[src/rtl/tcp_rt_timer_sched.sv]
// Per-flow TCP retransmit timers with a round-robin expiry scan toward the TX engine.
// Optional exponential timeout backoff per flow when RT_BACKOFF_EN is defined.
module tcp_rt_timer_sched #(
    parameter int NUM_FLOWS      = 8,
    parameter int FLOWID_W       = $clog2(NUM_FLOWS),
    parameter int TS_W           = 64,
    parameter int TIMEOUT_CYCLES = 1000,
    parameter int BACKOFF_W      = 3,
    parameter int MAX_BACKOFF    = 6
) (
    input  logic                 clk,
    input  logic                 rst_n,
    input  logic                 arm_val,
    input  logic [FLOWID_W-1:0]  arm_flowid,
    input  logic                 disarm_val,
    input  logic [FLOWID_W-1:0]  disarm_flowid,
    output logic [TS_W-1:0]      now_ts,
    output logic                 rt_req_val,
    output logic [FLOWID_W-1:0]  rt_req_flowid,
    output logic [BACKOFF_W-1:0] rt_req_backoff,
    input  logic                 rt_req_rdy
);

    typedef struct packed {
        logic [TS_W-1:0] timestamp;
        logic            timer_armed;
    } tx_ack_timer_struct;

    localparam logic [BACKOFF_W-1:0] BO_MAX = BACKOFF_W'(MAX_BACKOFF);

    tx_ack_timer_struct  timers_q [NUM_FLOWS];
    tx_ack_timer_struct  cur;
    logic [TS_W-1:0]     now_q;
    logic [FLOWID_W-1:0] ptr_q;
    logic                pend_dirty_q;
    logic                hs;
    logic                idle;
    logic                hit;
    logic                pend_touch;
    logic [TS_W-1:0]     age;
    logic [TS_W-1:0]     limit;
    logic [BACKOFF_W-1:0] bo_val;
    logic [BACKOFF_W-1:0] cur_bo;

    assign now_ts = now_q;
    assign hs     = rt_req_val && rt_req_rdy;
    assign idle   = !rt_req_val || rt_req_rdy;
    assign cur    = timers_q[ptr_q];
    assign age    = now_q - cur.timestamp;
    assign cur_bo = (bo_val > BO_MAX) ? BO_MAX : bo_val;

`ifdef RT_BACKOFF_EN
    logic [BACKOFF_W-1:0] bo_q [NUM_FLOWS];

    assign bo_val = bo_q[ptr_q];
    assign limit  = TS_W'(TIMEOUT_CYCLES) << bo_q[ptr_q];

    always_ff @(posedge clk or negedge rst_n) begin
        if (!rst_n) begin
            for (int i = 0; i < NUM_FLOWS; i++) bo_q[i] <= '0;
        end else begin
            if (hs && bo_q[rt_req_flowid] < BO_MAX)
                bo_q[rt_req_flowid] <= bo_q[rt_req_flowid] + BACKOFF_W'(1);
            if (disarm_val)
                bo_q[disarm_flowid] <= '0;
        end
    end
`else
    assign bo_val = '0;
    assign limit  = TS_W'(TIMEOUT_CYCLES);
`endif

    // A flow touched by arm/disarm/handshake this cycle must not fire on stale state
    always_comb begin
        hit = cur.timer_armed && (age >= limit);
        if (arm_val && arm_flowid == ptr_q)       hit = 1'b0;
        if (disarm_val && disarm_flowid == ptr_q) hit = 1'b0;
        if (hs && rt_req_flowid == ptr_q)         hit = 1'b0;
    end

    assign pend_touch = (arm_val && arm_flowid == rt_req_flowid) ||
                        (disarm_val && disarm_flowid == rt_req_flowid);

    always_ff @(posedge clk or negedge rst_n) begin
        if (!rst_n) begin
            for (int i = 0; i < NUM_FLOWS; i++) timers_q[i] <= '0;
        end else begin
            if (disarm_val)
                timers_q[disarm_flowid].timer_armed <= 1'b0;
            if (hs && !pend_dirty_q)
                timers_q[rt_req_flowid].timer_armed <= 1'b0;
            if (arm_val)
                timers_q[arm_flowid] <= '{timestamp: now_q, timer_armed: 1'b1};
        end
    end

    always_ff @(posedge clk or negedge rst_n) begin
        if (!rst_n) begin
            now_q          <= '0;
            ptr_q          <= '0;
            rt_req_val     <= 1'b0;
            rt_req_flowid  <= '0;
            rt_req_backoff <= '0;
            pend_dirty_q   <= 1'b0;
        end else begin
            now_q <= now_q + TS_W'(1);
            if (idle) begin
                ptr_q      <= ptr_q + FLOWID_W'(1);
                rt_req_val <= hit;
                if (hit) begin
                    rt_req_flowid  <= ptr_q;
                    rt_req_backoff <= cur_bo;
                end
            end
            if (hs)
                pend_dirty_q <= 1'b0;
            else if (rt_req_val && pend_touch)
                pend_dirty_q <= 1'b1;
        end
    end

endmodule

[config.mk]
export PLATFORM = sky130hd
export DESIGN_NAME = tcp_rt_timer_sched
export DESIGN_NICKNAME = d
export VERILOG_FILES = /design/src/rtl/tcp_rt_timer_sched.sv
export SDC_FILE = /design/constraint.sdc
export NUM_CORES = 1
export LEC_CHECK = 0
export BUFFER_PORTS_ARGS = -buffer_cell sky130_fd_sc_hd__buf_4
export CAP_MARGIN = 20
export CORE_ASPECT_RATIO = 1.5
export CORE_UTILIZATION = 29
export DETAILED_ROUTE_END_ITERATION = 12
export HOLD_SLACK_MARGIN = 0.08
export PLACE_DENSITY = 0.45
export SLEW_MARGIN = 25
export SYNTH_ARGS = -nofsm -noshare
export SYNTH_HDL_FRONTEND = slang
export SYNTH_SLANG_ARGS = --single-unit
[constraint.sdc]
create_clock -name clk -period 8.8 [get_ports clk]
set_input_delay 2.2 -clock clk [delete_from_list [all_inputs] [get_ports clk]]
set_output_delay 2.2 -clock clk [all_outputs]
set_load 0.05 [all_outputs]
## Word level (Yosys, flattened, before mapping)

Cells that the tools add are included.

- Input port bits: 11
- Logic and storage cells: 79
- Output and inout port bits: 71
- Bits in registers: 592

- Equality and inequality tests: 5
- Magnitude comparators: 8
- Mux-type cells: 20
- Reductions and logical operators: 18
- Bitwise logic cells: 4
- Add/subtract/negate cells: 3

Operators by type and width:

| kind | number |
|---|---|
| bitwise mux 520 bit | 3 |
| two-way mux 520 bit | 3 |
| demux 65 bit (select 3 bit) | 3 |
| binary-select mux 65 bit (select 3 bit) | 1 |
| two-way mux 65 bit | 3 |
| adder 64 x 1 -> 64 bit, second input constant | 1 |
| greater-or-equal comparator 64 x 10 -> 1 bit, second input constant | 1 |
| subtractor 64 bit | 1 |
| greater-or-equal comparator 4 bit, second input constant | 4 |
| inverter 3 -> 4 bit | 4 |
| == test 3 bit | 5 |
| logical AND 1 bit | 12 |
| less-than comparator 4 x 1 -> 1 bit, second input constant | 3 |
| two-way mux 1 bit | 7 |
| adder 3 x 1 -> 3 bit, second input constant | 1 |
| logical NOT 1 bit | 2 |
| logical OR 1 bit | 2 |
| AND reduction 2 bit | 1 |
| nonzero test 2 bit | 1 |

## Depth between registers and ports, before layout

Gate-level depths: netlist of the first run.

- Word-level depth: 11
- Depth in mapped cells: 19
- Depth with buffers taken out: 16

## Worst setup path after synthesis of the first run

Ideal clock, no wire load.

- Path type: register to register
- Start: register ptr_q[0]
- End: register rt_req_flowid[2]
- Setup time: 144 ps
- Required time: 8,656 ps
- Cell stages (with the launch flop): 18
- Path slack: 3,516 ps
- Path buffers: 4
- Period minus slack after synthesis: 5,284 ps
- Arrival time: 5,140 ps
- Cells stage by stage: dfrtp_1 buf_2 buf_1 buf_1 mux4_2 mux2i_1 ha_1 buf_4 a21oi_1 o21a_1 a211oi_1 or3_1 a211oi_2 nand3_1 or4_1 nor4_4 and4_4 o311ai_2

- Word-level cells in the longest chain between the ends: 11
- Elaborated cells between the ends (all ways): 17
- Those cells by class: 1 x add/sub; 1 x order compare; 3 x eq/ne; 6 x mux; 1 x bitwise; 5 x reduce/logical

RTL lines:

| element | RTL line | source |
|---|---|---|
| start, declared | 34 | `logic [FLOWID_W-1:0] ptr_q;` |
| start signal, assigned | 108 | `ptr_q <= ptr_q + FLOWID_W'(1);` |
| inverter 3 -> 4 bit (implied by the code) | 48 | `assign cur = timers_q[ptr_q];` |
| binary-select mux 65 bit (select 3 bit) | 48 |  |
| two-way mux 65 bit (implied by the code) (2 in series) | 48 |  |
| subtractor 64 bit | 49 | `assign age = now_q - cur.timestamp;` |
| greater-or-equal comparator 64 x 10 -> 1 bit | 75 | `hit = cur.timer_armed && (age >= limit);` |
| logical AND 1 bit | 75 |  |
| two-way mux 1 bit | 76 | `if (arm_val && arm_flowid == ptr_q) hit = 1'b0;` |
| two-way mux 1 bit | 77 | `if (disarm_val && disarm_flowid == ptr_q) hit = 1'b0;` |
| two-way mux 1 bit (*) | 78 | `if (hs && rt_req_flowid == ptr_q) hit = 1'b0;` |
| AND reduction 2 bit (no line) (*) | - |  |
| end signal, assigned | 111 | `rt_req_flowid <= ptr_q;` |
| end, declared | 19 | `output logic [FLOWID_W-1:0] rt_req_flowid,` |

Every way passes the cells marked *; elsewhere a longest branch is shown, timed or not. The select of a mux whose other input is x is not followed.
A chain may end at the register's enable or synchronous reset.

## Worst setup path in the final report of the first run

Same ends and word-level chain as after synthesis.

==> flow_summary.yaml, run 1 <==
clock_tree:
  clkTransAtPathRegs_ps: 70
  clkLatencyLatePin_ps: 640
  clock-sinks: 592
  cts_setup_buffers: 0
  cts_tree: "done"
  clockRootBuffer: "clkbuf_16"
  cts_max_level: 2
  postCtsHoldBufs: 0
  cts_made_buffers: 58
  clk_path_buf_depth: 3
  cts_resized: 0
routing:
  antenna_left: 0
  post_drt_wl_per_cell_um: 23.9
  vias_per_cell: 5.23
  drc: 0
  first_pass_iters: 5
  drt_iter0_drc: 1165
  via_count: 20800
  routed_wl_um: 95000
sta:
  hold_viol: 0
  period_needed_ps: 6740
  fmax_mhz: 148
  setup_tns_ps: 0
  slew_violations: 0
  fin_skew_ps: 15.2
  tightestPinTransition_ps: 895
  setup_viol: 0
  grt_setup_unrepaired: "false"
  slew_headroom_pct: 40.2
  finalCritPeriodShare_pct: 76.6
critical_path:
  cp.required_ps: 9290
  cp_data_arrival_time_ps: 7230
  cp-end-kind: "flip-flop"
  cp_cell_sequence: "buf_4 > buf_4 > mux4_2 > mux2i_1 > ha_1 > nand4_1 > nor2_1 > a221oi_1 > a21oi_1 > a2111oi_1 > o211ai_1 > nor4_1 > nand4_1 > nor4_4 > and4_4 > o311ai_2"
  startpoint_type: "flip-flop"
  crit_type: "flip-flop to flip-flop"
  cpMaxStageDelayCell: "a2111oi_1"
  cp_max_fo: 20
  critPathMaxStageDelay_ps: 850
synth:
  synth.largest_area_cell: "dfrtp_1"
  syn_avg_cell_area_sq_um: 12.4
  synth_area_leaders: "dfrtp_1 47%, mux2_2 18%, mux4_2 9.2%"
  syn-cell-area_sq_um: 31700
  async_reset_ff_share_pct: 100
  synth_flop_cell: "dfrtp_1"
  yosys_warnings: 0
  yosysMostFrequentCell: "dfrtp_1"
  ys_types: 90
  synth-seq-cells: 592
  synth_top_area_share_pct: 46.8
  synth_edf_count: 0
  postSynthCellCount: 2546
  yosysSeqAreaShare_pct: 46.8
  ys_top_cells_by_count: "592 x dfrtp_1, 504 x mux2_2, 165 x nand2_1"
global_route:
  grt_start_max_net_pins: 179
  grt_use_total_pct: 17.3
  grt_pass1_wl_um: 147000
  antenna_found_initial: 1
  first_global_vias: 22700
  overflow: 0
run_status:
  status: "completed"
power:
  vdd.ir_drop.worst_uv: 137
  powerDensity_nw_per_um2: 227
  p_leak_nw: 17.1
die:
  row_count: 148
  core_area_sq_um: 108000
  ios: 82
  start_util_pct: 29.2
  die_x_um: 272
  fp.dieH_um: 407
  die_area_sq_um: 111000
run:
  cap_violations: 0
finish:
  diodes: 0
  post_layout_nonfiller_instances: 3982
  drive_gt1_share_pct: 34.8
  syn_to_final_growth_pct: 12.6
  fin_util_pct: 32.9
  final_nets: 2587
place:
  io_buffer_count: 78
  place_inst: 3871
  gp_congestion: 0.952
  dp_hpwl_um: 63700
worst_hold_path:
  hold_class: "flip-flop to flip-flop"
[cell type report]
cell class | count | area [sq um]
multi-input combinational | 1715 | 15900
clock buffer | 83 | 1730
sequential | 592 | 14800
inverter | 21 | 81.3
fill | 10700 | 72700
clock inverter | 25 | 334
timing repair buffer | 121 | 1040
tap | 1425 | 1780
[power breakdown]
group	total [mW]	switching (mW)	internal, mW
Sequential	2.95	0.154	2.80
Combinational	2.43	1.43	0.997
Clock	2.70	1.10	1.60
Total	8.08	2.69	5.39
[state kept, by name, indices dropped and copies added, names as in the netlist]
register,cells
rt_req_val,1
pend_dirty_q,1
ptr_q,3
now_ts,64
timers_q,520
rt_req_flowid,3
[critical path: cells and delay by family (launching register included)]
kind / cells / cell delay (ps)
compound gates: 5 / 2150
fa+ha+maj: 1 / 450
buf+inv: 2 / 810
flops: 1 / 750
mux: 2 / 820
simple gates: 6 / 1560
[cell families (layout without fill, tap and decap cells)]
family                   Yosys count  count (layout)  synth area share (%)
buffers and inverters            241             250                  3.22
AO/OA/AOI/OAI                    343             343                  7.34
XOR/XNOR                         101             101                  2.79
multiplexers                     703             703                  29.3
flip-flops                       592             592                  46.8
AND/OR/NAND/NOR                  498             498                  7.86
adder cells (fa/ha/maj)           67              67                  2.67
other                              1               3                0.0118
[worst paths after layout]
kind	start	depth (start not counted)	slack (ps)	end
max	ptr_q[0]	16	2060	rt_req_flowid[2]
min	timers_q[262]	2	480	timers_q[262]
max reg2reg	ptr_q[0]	16	2060	rt_req_flowid[2]
min reg2reg	timers_q[262]	2	480	timers_q[262]
max in group asynchronous	rst_n	4	5580	timers_q[206]
min in group asynchronous	rst_n	1	1450	timers_q[250]
[cell usage in the layout, fill, tap and decap left out, types with 11 or more instances in the layout]
cell type | netlist | final
clkbuf_16 | 0 | 61
o21ai_0 | 75 | 74
xnor2_1 | 74 | 74
a211oi_1 | 11 | 11
nand4_1 | 53 | 53
dfrtp_1 | 592 | 590
buf_4 | 13 | 112
nor3_1 | 34 | 32
a21o_1 | 24 | 24
nand3_1 | 46 | 46
and3_1 | 22 | 22
clkinv_2 | 0 | 14
nor4_1 | 11 | 11
a21oi_1 | 87 | 87
mux2i_1 | 69 | 69
inv_1 | 21 | 20
mux4_2 | 130 | 130
ha_1 | 66 | 66
clkbuf_8 | 0 | 12
o211ai_1 | 13 | 13
o21a_1 | 15 | 15
xor2_1 | 27 | 27
nand2b_1 | 14 | 14
and2_1 | 11 | 11
mux2_2 | 504 | 504
nor2_1 | 89 | 89
nand2_1 | 165 | 165
[layer usage]
layer / wire [um] / track usage, %
met1: 40600 / 21.5
met2: 48700 / 31.0
met3: 2530 / 1.84
met4: 3110 / 5.92
met5: 0 / 0
[stage by stage]
step                setup WS, ps  instance area, sq um  power, mW  hold slack (ps)
detailed placement          1920                 33500       5.44              474
global route                1590                 35700       8.47              506
finish                      2060                 35700       8.08              482
floorplan                   3520                 31700       4.67              445
CTS                         1870                 35600       8.20              490
global placement            1510                 33500       5.45              457
(Power assumes the default switching activity.)
==> run 2, diff against run 1 <==
- clock period: 8.8 -> 6.85 ns (I/O delays scaled with it)
==> run 2 against run 1 <==
Compared with the run above:
- clock skew increased by 14 ps
- critical path depth shrank 1
- design area grew 0.14%
==> flow_summary.yaml, run 2 (synthesized netlist as in run 1, its figures left out) <==
global_route:
  grt_pass1_wl_um: 145000
  grt_use_total_pct: 17.0
  antenna_found_initial: 0
  first_global_vias: 22600
  overflow: 0
  grt_start_max_net_pins: 164
finish:
  fin_util_pct: 33.0
  drive_gt1_share_pct: 35.1
  diodes: 0
  final_nets: 2595
  final_common_cell: "dfrtp_1"
  syn_to_final_growth_pct: 12.7
  final_area_sq_um: 35700
  top_register: "timers_q"
  fillers: 10700
  post_layout_nonfiller_instances: 3991
  seqCellArea_sq_um: 14800
  layout_common_cells: "590 x dfrtp_1, 504 x mux2_2, 165 x nand2_1"
  largest_register_ffs: 520
  multi_input_area_sq_um: 15900
sta:
  slew_headroom_pct: 25.7
  tightestPinTransition_ps: 1100
  grt_setup_unrepaired: "false"
  fin_skew_ps: 29.2
  fin_ws_ps: 537
  hold_viol: 0
  period_needed_ps: 6310
  finalCritPeriodShare_pct: 92.2
  fin_hold_ws_ps: 481
  setup_viol: 0
  slew_violations: 0
  fmax_mhz: 158
  setup_tns_ps: 0
routing:
  top_layer: "met4"
  drt_iter0_drc: 1220
  routed_wl_um: 93600
  wl_met2_um: 47900
  drt-met1-wl_um: 40000
  post_drt_wl_per_cell_um: 23.4
  first_pass_iters: 7
  drc: 0
  vias_per_cell: 5.24
  via_count: 20900
  dr_wl_met3_um: 2950
  antenna_left: 0
place:
  gp_congestion: 0.955
  place_inst: 3879
  place_area_sq_um: 33600
  dp_hpwl_um: 62300
  io_buffer_count: 78
  pre_cts_slack_ps: 622
die:
  core_area_sq_um: 108000
  row_count: 148
  die_x_um: 272
  ios: 82
  start_util_pct: 29.2
  fp.dieH_um: 407
  die_area_sq_um: 111000
run:
  cap_violations: 0
critical_path:
  r2r-end: "rt_req_flowid[2]"
  reg2reg_depth: 15
  critPathMaxStageDelay_ps: 820
  cp.required_ps: 7310
  timing.rr.start: "ptr_q[0]"
  cp_max_fo: 22
  crit_type: "flip-flop to flip-flop"
  cp_cell_sequence: "buf_4 > mux4_2 > mux2i_1 > ha_1 > nand4_1 > nor2_1 > a221oi_1 > a21oi_1 > a2111oi_0 > o211ai_1 > nor4_1 > nand4_1 > nor4_4 > and4_4 > o311ai_2"
  cpMostUsedCell: "nand4_1"
  reg2reg_slack_ps: 540
  cp-end-kind: "flip-flop"
  startpoint_type: "flip-flop"
  cpMaxStageDelayCell: "a2111oi_0"
  cp_data_arrival_time_ps: 6780
clock_tree:
  clock-sinks: 592
  clkTransAtPathRegs_ps: 60
  cts_tree: "done"
  postCtsHoldBufs: 0
  clockRootBuffer: "clkbuf_16"
  cts_max_level: 2
  clkLatencyLatePin_ps: 640
  clk_path_buf_depth: 3
  cts_setup_buffers: 0
  cts_made_buffers: 60
  cts_resized: 0
power:
  powerDensity_nw_per_um2: 292
  total_power_mw: 10.4
  p_leak_nw: 17.1
  vdd.ir_drop.worst_uv: 259
run_status:
  status: "completed"
worst_hold_path:
  hold_end: "timers_q[261]"
  min_from: "timers_q[261]"
  hold_class: "flip-flop to flip-flop"
  min_path_cells: 2
[run 2: cell count changes in the layout (fill, tap and decap cells not counted), moves of 2 or more]
cell	previous run	this run
buf_12	5	7
inv_6	0	4
buf_4	112	118
buf_16	3	1
clkinv_4	1	3
clkbuf_8	12	9
[run 2: metal layers]
metal | vias to the layer above | track usage, %
li1 | 9365 | -
met1 | 11000 | 21.3
met2 | 410 | 30.4
met3 | 125 | 1.97
met4 | 0 | 5.53
met5 | - | 0
[run 2: cell type report]
cell class | instances | share of cell area, %
Multi-Input combinational cell | 1715 | 44.5
Sequential cell | 592 | 41.5
Tap cell | 1425 | 4.99
Clock buffer | 79 | 4.72
Timing Repair Buffer | 127 | 2.99
Clock inverter | 32 | 1.10
Inverter | 21 | 0.228
[run 2: worst max path at each step]
stage	endpoint	slack [ps]	start
6_report	rt_req_flowid[2]	540	ptr_q[0]
5_1_grt	rt_req_flowid[2]	200	ptr_q[0]
4_1_cts	rt_req_flowid[2]	580	ptr_q[0]
3_5_place_dp	rt_req_flowid[2]	620	ptr_q[0]
3_3_place_gp	rt_req_flowid[2]	580	ptr_q[0]
2_1_floorplan	rt_req_flowid[2]	1570	ptr_q[0]
[run 2: where the power goes]
group	internal, mW	total, mW	switching, mW
clock	2.03	3.46	1.43
combinational	1.30	3.20	1.90
sequential	3.60	3.78	0.181
total	6.93	10.4	3.52
[run 2: critical path, delay by kind of cell (launching register included)]
family / cells / cell delay (ps)
fa+ha+maj: 1 / 430
buf+inv: 1 / 500
simple gates: 6 / 1620
compound gates: 5 / 2010
flops: 1 / 720
mux: 2 / 840
==> run 3, diff against run 2 <==
- clock period: 6.85 -> 6.4 ns (I/O delays scaled with it)
==> run 3 against run 2 <==
Compared with the run above:
- via count fell by 0.31%
- wire length grew 0.85%
- design area shrank 0.10%
- critical endpoint unchanged
- non-clock buffer count rose by 2
- clock power rose by 3%
- largest cell class unchanged
- largest power group unchanged
- critical path type unchanged
- clock skew rose by 6.6 ps
==> flow_summary.yaml, run 3 (synthesized netlist as in run 1, its figures left out) <==
run_status:
  status: "completed"
clock_tree:
  clkLatencyLatePin_ps: 650
  clkTransAtPathRegs_ps: 60
  cts_made_buffers: 59
  clockRootBuffer: "clkbuf_16"
  clk_path_buf_depth: 3
  clock-sinks: 592
  postCtsHoldBufs: 0
  cts_tree: "done"
  cts_setup_buffers: 0
  cts_max_level: 2
finish:
  final_nets: 2596
  final_common_cell: "dfrtp_1"
  diodes: 0
  post_layout_nonfiller_instances: 3988
  fin_util_pct: 32.9
  layout_common_cells: "590 x dfrtp_1, 504 x mux2_2, 165 x nand2_1"
  final_area_sq_um: 35700
  drive_gt1_share_pct: 34.9
  largest_register_ffs: 520
  top_register: "timers_q"
  syn_to_final_growth_pct: 12.6
power:
  vdd.ir_drop.worst_uv: 208
  powerDensity_nw_per_um2: 310
  intPower_mw: 7.35
  p_leak_nw: 17.1
  p_sw_mw: 3.71
  comb_power_share_pct: 31.4
  seq_power_share_pct: 36.2
  switching_share_pct: 33.6
  clkPwrFrac_pct: 32.3
  total_power_mw: 11.1
die:
  ios: 82
  fp.dieH_um: 407
  core_area_sq_um: 108000
  die_x_um: 272
  die_area_sq_um: 111000
  row_count: 148
  start_util_pct: 29.2
run:
  cap_violations: 0
sta:
  setup_viol: 0
  slew_violations: 0
  fin_ws_ps: 393
  grt_setup_unrepaired: "false"
  hold_viol: 0
  period_needed_ps: 6010
  setup_tns_ps: 0
  finalCritPeriodShare_pct: 93.9
  fin_hold_ws_ps: 479
  tightestPinTransition_ps: 978
  fmax_mhz: 166
  slew_headroom_pct: 34.1
  fin_skew_ps: 35.8
routing:
  first_pass_iters: 5
  routed_wl_um: 94400
  via_count: 20800
  drc: 0
  antenna_left: 0
  drt_iter0_drc: 1093
  vias_per_cell: 5.22
  post_drt_wl_per_cell_um: 23.7
global_route:
  antenna_found_initial: 0
  grt_use_total_pct: 17.2
  overflow: 0
  grt_start_max_net_pins: 147
  grt_pass1_wl_um: 146000
  first_global_vias: 22800
place:
  gp_congestion: 0.918
  pre_cts_slack_ps: -198
  place_inst: 3882
  place_area_sq_um: 33700
  dp_hpwl_um: 63200
  io_buffer_count: 78
critical_path:
  reg2reg_slack_ps: 390
  cp_max_fo: 25
  cp_data_arrival_time_ps: 6470
  cp-end-kind: "flip-flop"
  cp.required_ps: 6860
  crit_type: "flip-flop to flip-flop"
  startpoint_type: "flip-flop"
worst_hold_path:
  hold_class: "flip-flop to flip-flop"
==> run 3: changes by cell type in the layout (fill, tap and decap cells not counted), sizes merged <==
| cell | delta |
|---|---|
| clkinvlp | -2 |
| clkinv | -2 |
| bufinv | -2 |
| buf | +2 |
| inv | -3 |
| clkbuf | +4 |
==> run 3: final timing paths <==
kind                                   start                to  cells past startpoint
worst max register to register      ptr_q[1]  rt_req_flowid[2]                     16
min in group asynchronous              rst_n     timers_q[443]                      1
worst min-delay path            timers_q[71]      timers_q[71]                      2
max in group asynchronous              rst_n     timers_q[350]                      2
worst max-delay path                ptr_q[1]  rt_req_flowid[2]                     16
worst min register to register  timers_q[71]      timers_q[71]                      2
==> run 3: what timing repair did <==
item	4_1_cts	5_1_grt
gates resized for setup	1	1
hold endpoints to repair	0	0
endpoints found under the setup margin	4	4
==> run 3: power groups by stage <==
stage	Sequential [mW]	Clock (mW)	Combinational, mW
6_report	4.01	3.58	3.48
5_1_grt	4.02	3.82	3.72
4_1_cts	4.01	3.70	3.50
3_5_place_dp	4.08	0	3.48
3_3_place_gp	4.07	0	3.49
2_1_floorplan	4.00	0	2.43
==> run 3: worst max-delay path: stages, from the launching register on <==
cell,delay (ps)
dfrtp_4,590
buf_4,450
buf_4,290
mux4_2,340
mux2i_1,220
ha_1,440
a21oi_1,350
o21ai_0,190
a221oi_2,460
a21oi_1,240
a2111oi_2,650
o211ai_1,280
nor4_1,420
nand4_1,200
nor4_4,270
and4_4,320
o311ai_2,90
==> run 3: area by class of cell <==
type	count	area [sq um]
multi-input combinational	1715	15900
fill	10700	72700
sequential	592	14800
inverter	21	81.3
clock buffer	83	1690
tap	1425	1780
timing repair buffer	129	1130
clock inverter	23	290
==> run 3: per-layer routing <==
layer | track usage [%] | wire, um
met5 | 0 | 0
met4 | 5.70 | 2940
met3 | 1.84 | 2710
met2 | 31.2 | 48900
met1 | 21.1 | 39800
